`src/rtl/h_u_dsrca.sv`:
```
// h_u_dsrca: digit-serial unsigned ripple-carry adder/subtractor.
// Each RUN cycle, one DIGIT-wide slice of the operands goes through a chain of
// DIGIT full-adder cells. The slice carry is kept in a register between slices.
// Operands arrive and results leave through valid/ready handshakes.
// Optional build macro: H_U_DSRCA_SIGNED_OVF_EN adds the signed-overflow output ovf.

module h_u_dsrca_ha (
  input  logic i_x,
  input  logic i_y,
  output logic o_s,
  output logic o_c
);
  assign o_s = i_x ^ i_y;
  assign o_c = i_x & i_y;
endmodule

module h_u_dsrca_fa (
  input  logic i_x,
  input  logic i_y,
  input  logic i_ci,
  output logic o_s,
  output logic o_co
);
  logic w_s0;
  logic w_c0;
  logic w_c1;

  h_u_dsrca_ha u_ha0 (.i_x(i_x),  .i_y(i_y),  .o_s(w_s0), .o_c(w_c0));
  h_u_dsrca_ha u_ha1 (.i_x(w_s0), .i_y(i_ci), .o_s(o_s),  .o_c(w_c1));

  assign o_co = w_c0 | w_c1;
endmodule

module h_u_dsrca #(
  parameter int unsigned WIDTH = 32,
  parameter int unsigned DIGIT = 8
) (
  input  logic             clk,
  input  logic             rst,
  input  logic             in_valid,
  output logic             in_ready,
  input  logic [WIDTH-1:0] a,
  input  logic [WIDTH-1:0] b,
  input  logic             sub,
  output logic             out_valid,
  input  logic             out_ready,
  output logic [WIDTH:0]   out,
  output logic             busy
`ifdef H_U_DSRCA_SIGNED_OVF_EN
  ,
  output logic             ovf
`endif
);

  localparam int unsigned NDIG = WIDTH / DIGIT;
  localparam int unsigned CW   = (NDIG > 1) ? $clog2(NDIG) : 1;

  if ((DIGIT == 0) || ((WIDTH % DIGIT) != 0)) begin : g_bad_cfg
    $error("h_u_dsrca: WIDTH must be a non-zero integer multiple of DIGIT");
  end

  typedef enum logic [1:0] {
    S_IDLE = 2'd0,
    S_RUN  = 2'd1,
    S_DONE = 2'd2
  } state_t;

  state_t           r_state;
  state_t           w_state_nxt;

  logic [WIDTH-1:0] r_a;
  logic [WIDTH-1:0] r_b;
  logic [WIDTH-1:0] r_res;
  logic [WIDTH-1:0] w_res_nxt;
  logic             r_carry;
  logic             r_sub;
  logic [CW-1:0]    r_cnt;
  logic [WIDTH:0]   r_out;
  logic             r_out_valid;

  logic [DIGIT-1:0] w_a_sl;
  logic [DIGIT-1:0] w_b_sl;
  logic [DIGIT-1:0] w_sum;
  logic [DIGIT:0]   w_c;
  logic             w_last;
  logic             w_accept;
  logic             w_msb;

  assign in_ready  = (r_state == S_IDLE) & ~rst;
  assign busy      = (r_state != S_IDLE);
  assign out_valid = r_out_valid;
  assign out       = r_out;

  assign w_accept  = in_valid & in_ready;
  assign w_last    = (r_cnt == CW'(NDIG - 1));

  // Select the operand slice addressed by the digit counter
  always_comb begin
    w_a_sl = '0;
    w_b_sl = '0;
    for (int unsigned i = 0; i < NDIG; i++) begin
      if (r_cnt == CW'(i)) begin
        w_a_sl = r_a[i*DIGIT +: DIGIT];
        w_b_sl = r_b[i*DIGIT +: DIGIT];
      end
    end
  end

  // Ripple chain of DIGIT cells, fed by the registered inter-slice carry
  assign w_c[0] = r_carry;
  for (genvar g = 0; g < DIGIT; g++) begin : g_cell
    h_u_dsrca_fa u_fa (
      .i_x (w_a_sl[g]),
      .i_y (w_b_sl[g]),
      .i_ci(w_c[g]),
      .o_s (w_sum[g]),
      .o_co(w_c[g+1])
    );
  end

  // Merge the current slice sum into the partial result
  always_comb begin
    w_res_nxt = r_res;
    for (int unsigned i = 0; i < NDIG; i++) begin
      if (r_cnt == CW'(i)) begin
        w_res_nxt[i*DIGIT +: DIGIT] = w_sum;
      end
    end
  end

  // Subtraction reports borrow, which is the inverted final carry
  assign w_msb = r_sub ? ~w_c[DIGIT] : w_c[DIGIT];

  // State register
  always_ff @(posedge clk or posedge rst) begin
    if (rst) begin
      r_state <= S_IDLE;
    end else begin
      r_state <= w_state_nxt;
    end
  end

  // Next-state logic
  always_comb begin
    w_state_nxt = r_state;
    unique case (r_state)
      S_IDLE: if (w_accept)  w_state_nxt = S_RUN;
      S_RUN:  if (w_last)    w_state_nxt = S_DONE;
      S_DONE: if (out_ready) w_state_nxt = S_IDLE;
      default:               w_state_nxt = S_IDLE;
    endcase
  end

  // Operand capture, per-slice accumulation and result publication
  always_ff @(posedge clk or posedge rst) begin
    if (rst) begin
      r_a         <= '0;
      r_b         <= '0;
      r_res       <= '0;
      r_carry     <= 1'b0;
      r_sub       <= 1'b0;
      r_cnt       <= '0;
      r_out       <= '0;
      r_out_valid <= 1'b0;
    end else begin
      if (w_accept) begin
        r_a     <= a;
        r_b     <= b ^ {WIDTH{sub}};
        r_carry <= sub;
        r_sub   <= sub;
        r_cnt   <= '0;
      end
      if (r_state == S_RUN) begin
        r_res   <= w_res_nxt;
        r_carry <= w_c[DIGIT];
        if (w_last) begin
          r_out       <= {w_msb, w_res_nxt};
          r_out_valid <= 1'b1;
        end else begin
          r_cnt <= r_cnt + CW'(1);
        end
      end
      if ((r_state == S_DONE) && out_ready) begin
        r_out_valid <= 1'b0;
      end
    end
  end

`ifdef H_U_DSRCA_SIGNED_OVF_EN
  logic r_ovf;

  assign ovf = r_ovf;

  // Signed overflow: carry into the top bit differs from carry out of it
  always_ff @(posedge clk or posedge rst) begin
    if (rst) begin
      r_ovf <= 1'b0;
    end else if ((r_state == S_RUN) && w_last) begin
      r_ovf <= w_c[DIGIT-1] ^ w_c[DIGIT];
    end
  end
`endif

endmodule

```
`config.mk`:
```
export PLATFORM = sky130hd
export DESIGN_NAME = h_u_dsrca
export DESIGN_NICKNAME = d
export VERILOG_FILES = /design/src/rtl/h_u_dsrca.sv
export SDC_FILE = /design/constraint.sdc
export NUM_CORES = 1
export LEC_CHECK = 0
export CORE_UTILIZATION = 48
export CTS_CLUSTER_SIZE = 25
export DETAILED_ROUTE_END_ITERATION = 10
export GPL_ROUTABILITY_DRIVEN = 0
export HOLD_SLACK_MARGIN = 0.02
export PLACE_DENSITY_LB_ADDON = 0.08
export SLEW_MARGIN = 20
export SYNTH_ARGS = -nofsm -noshare
export SYNTH_HDL_FRONTEND = slang
export SYNTH_SLANG_ARGS = --single-unit
```
`constraint.sdc`:
```
create_clock -name clk -period 4.2 [get_ports clk]
set_input_delay 0.63 -clock clk [delete_from_list [all_inputs] [get_ports clk]]
set_output_delay 0.63 -clock clk [all_outputs]
set_load 0.005 [all_outputs]
```
==> results.cfg <==
[critical_path]
crit_path_max_incr_delay_ns = 0.47
crit_top_cell = fa_2
path_max_fanout = 7
end_kind = register
cp-start-kind = register
cp_cell_sequence = inv_4, ha_4, nand2_2, o21ai_2, a22o_1, fa_2, fa_2, fa_2, inv_2, fa_2, fa_2, fa_2, fa_2, inv_2, fa_2, mux2_2
cp.required_ns = 4.49
worstPathArrival_ns = 4.51
path_delay_family = adder cells
path_buf_inv = 3
reg2regPathDepth = 16
critPathSlowestCell = fa_2
cp_num_cells = 16
crit_type = reg2reg

[power]
leakage_nw = 3.36
ir_worst_vdd_mv = 0.435
combPwrFrac = 0.488
swShare = 0.374
totalPowerFinal_mw = 7.35
power_frac_seq = 0.301
clkPwrFrac = 0.211
power.density_mw_per_mm2 = 928
internal-power_mw = 4.60
power_switching_mw = 2.75

[timing]
setup-violations-final = 3
grt_setup_unrepaired = yes
setup_ws_ns = -0.0151
hold_viol_final = 0
slew_violations = 0
max_freq_mhz = 237
fin_skew_ns = 0.0107
slew_headroom = 0.390
min_period_ns = 4.22
worstMarginPinSlew_ns = 0.915
finalCritPeriodShare = 1.00

[floorplan]
fp.dieH_um = 114
die_w_um = 114
core_sq_mm = 0.0121
start_util = 0.497
rows = 40
ioPinCount = 105
die_area_sq_mm = 0.0130

[clock_network]
htreeDepth = 4
clk_latency_ns = 0.42
cts_buffer_depth = 2
hold_buffers = 0
cts_tree = built
cts_buffers = 17
clk_pin_slew_ns = 0.06
cts_root_buffer = clkbuf_16
cts_sinks = 128

[place]
io_buffer_count = 104
post-place-ws_ns = -0.0875
dp_hpwl_mm = 9.33
dp_cells = 810

[synthesis]
ys_top_cells_by_area = dfrtp_1, mux2_2, o21ai_0, nand2_1, a21oi_1
synth-edff-count = 0
synthFlopType = dfrtp_1
yosys.area.top_type = dfrtp_1
async_flop_share = 1.00
syn_area_sq_mm = 0.00602
synth_seq_cells = 128
yosysMostFrequentCell = dfrtp_1
netlist.area_leader.share = 0.532
syn_nets = 645
netlist_instances = 564
synth_commonest_cells = dfrtp_1, nand2_1, o21ai_0
syn_area_per_cell_sq_um = 10.7
ys_types = 33
ys_seq_area_frac = 0.532
ys_warn_count = 0

[route]
detail-route-antenna-nets = 0
drt_wl_total_mm = 13.4
via_per_inst = 5.15
first_pass_iters = 4
drc = 0
vias = 4348
drtIter0Drc = 214
avgRoutedWirePerCell_um = 15.9

[final_layout]
antenna_cells = 0
drive_gt1_frac = 0.176
final_nets = 744
syn_to_final_growth_pct = 31.7
n_fill_cell = 1042
instances_no_fill = 844

[status]
failed_checks = setup timing
status = finished with violations

[global_route]
grt_pass1_vias = 4245
grt_max_degree = 74
grt_overflow = 0
grt_first_pass_wirelength_mm = 21.5
track_usage = 0.221
grt_antenna_before_repair = 0

[min_path]
hold_depth = 2
hp-class = reg2reg

[run]
maxCapViolCount = 0
==> layout by cell type (no fill, tap or decap), types with 3 or more instances in the layout <==
cell / instances
nand2_1: 70
mux2_2: 40
xnor2_1: 26
a221o_1: 5
clkbuf_1: 3
xor2_1: 7
nor2_1: 27
nand3b_1: 4
nor2b_1: 5
mux2i_1: 21
inv_2: 3
buf_4: 18
o21ai_1: 9
dfrtp_1: 127
a21oi_2: 3
a22oi_1: 9
inv_1: 19
clkdlybuf4s50_1: 103
a22o_1: 7
clkbuf_16: 17
bufinv_16: 4
fa_2: 8
o21ai_2: 3
clkbuf_8: 3
o21ai_0: 58
ha_4: 3
a21oi_1: 46
==> worst paths after layout <==
path / slack [ns] / endpoint / from
setup reg to reg: -0.02 / r_res[7] / r_cnt[0]
min in group asynchronous: 0.81 / out[26] / rst
hold / removal: 0.47 / out[29] / out[29]
hold reg to reg: 0.47 / out[29] / out[29]
setup / recovery: -0.02 / r_res[7] / r_cnt[0]
max in group asynchronous: 2.57 / r_cnt[0] / rst
==> cell families after synthesis <==
logic type | synth area share
XOR/XNOR | 0.0480
flip-flops | 0.532
AND/OR/NAND/NOR | 0.0801
adder cells (fa/ha/maj) | 0.0349
buffers and inverters | 0.0530
multiplexers | 0.114
AO/OA/AOI/OAI | 0.138
==> tightest hold or removal path: stages (launching register included) <==
cell and delay (ns):
dfrtp_1 0.34, nand2_1 0.05, o21ai_0 0.06
==> layout make-up <==
class,count,area (sq um),share of cell area
repair buffers,124,1200,0.152
inverters,24,95.1,0.0120
well taps,168,210,0.0265
multi-input cells,368,2580,0.326
clock inverters,9,154,0.0194
flip-flops and latches,128,3200,0.404
clock buffers,23,478,0.0603
==> routing by layer <==
layer	wire (um)	vias to the layer above	track usage
met5	0	-	0
li1	-	2110	-
met1	5980	2101	0.273
met3	571	14	0.0600
met4	166	0	0.0840
met2	6710	123	0.368
==> power groups by stage <==
| stage | Clock, mW | Combinational, mW | Sequential [mW] |
|---|---|---|---|
| CTS | 1.59 | 3.56 | 2.21 |
| floorplan | 0 | 2.42 | 2.10 |
| finish | 1.55 | 3.59 | 2.21 |
| global route | 1.64 | 4.00 | 2.28 |
| global placement | 0 | 3.40 | 2.19 |
| detailed placement | 0 | 3.49 | 2.22 |
==> registers in the layout, summed over array words and instances, names as in the netlist <==
register   flops
out_valid      1
r_a           32
r_state        2
r_b           32
r_carry        1
r_sub          1
r_res         24
r_cnt          2
out           33
==> through the flow <==
stage               instance area (sq um)  hold slack [ns]  utilization  TNS, ns
floorplan                            6060            0.445            -        0
global placement                     7200            0.458        0.595        0
detailed placement                   7200            0.466        0.595   -0.527
CTS                                  7890            0.478        0.651        0
global route                         7930            0.499        0.654   -0.787
finish                               7930            0.474        0.654  -0.0291
==> what timing repair did <==
| item | CTS | global route |
|---|---|---|
| pin swaps | 4 | 7 |
| buffers inserted | 1 | 1 |
| setup endpoints to repair | 7 | 8 |
| resized for setup | 12 | 15 |
Power figures use the tool's default switching activity.
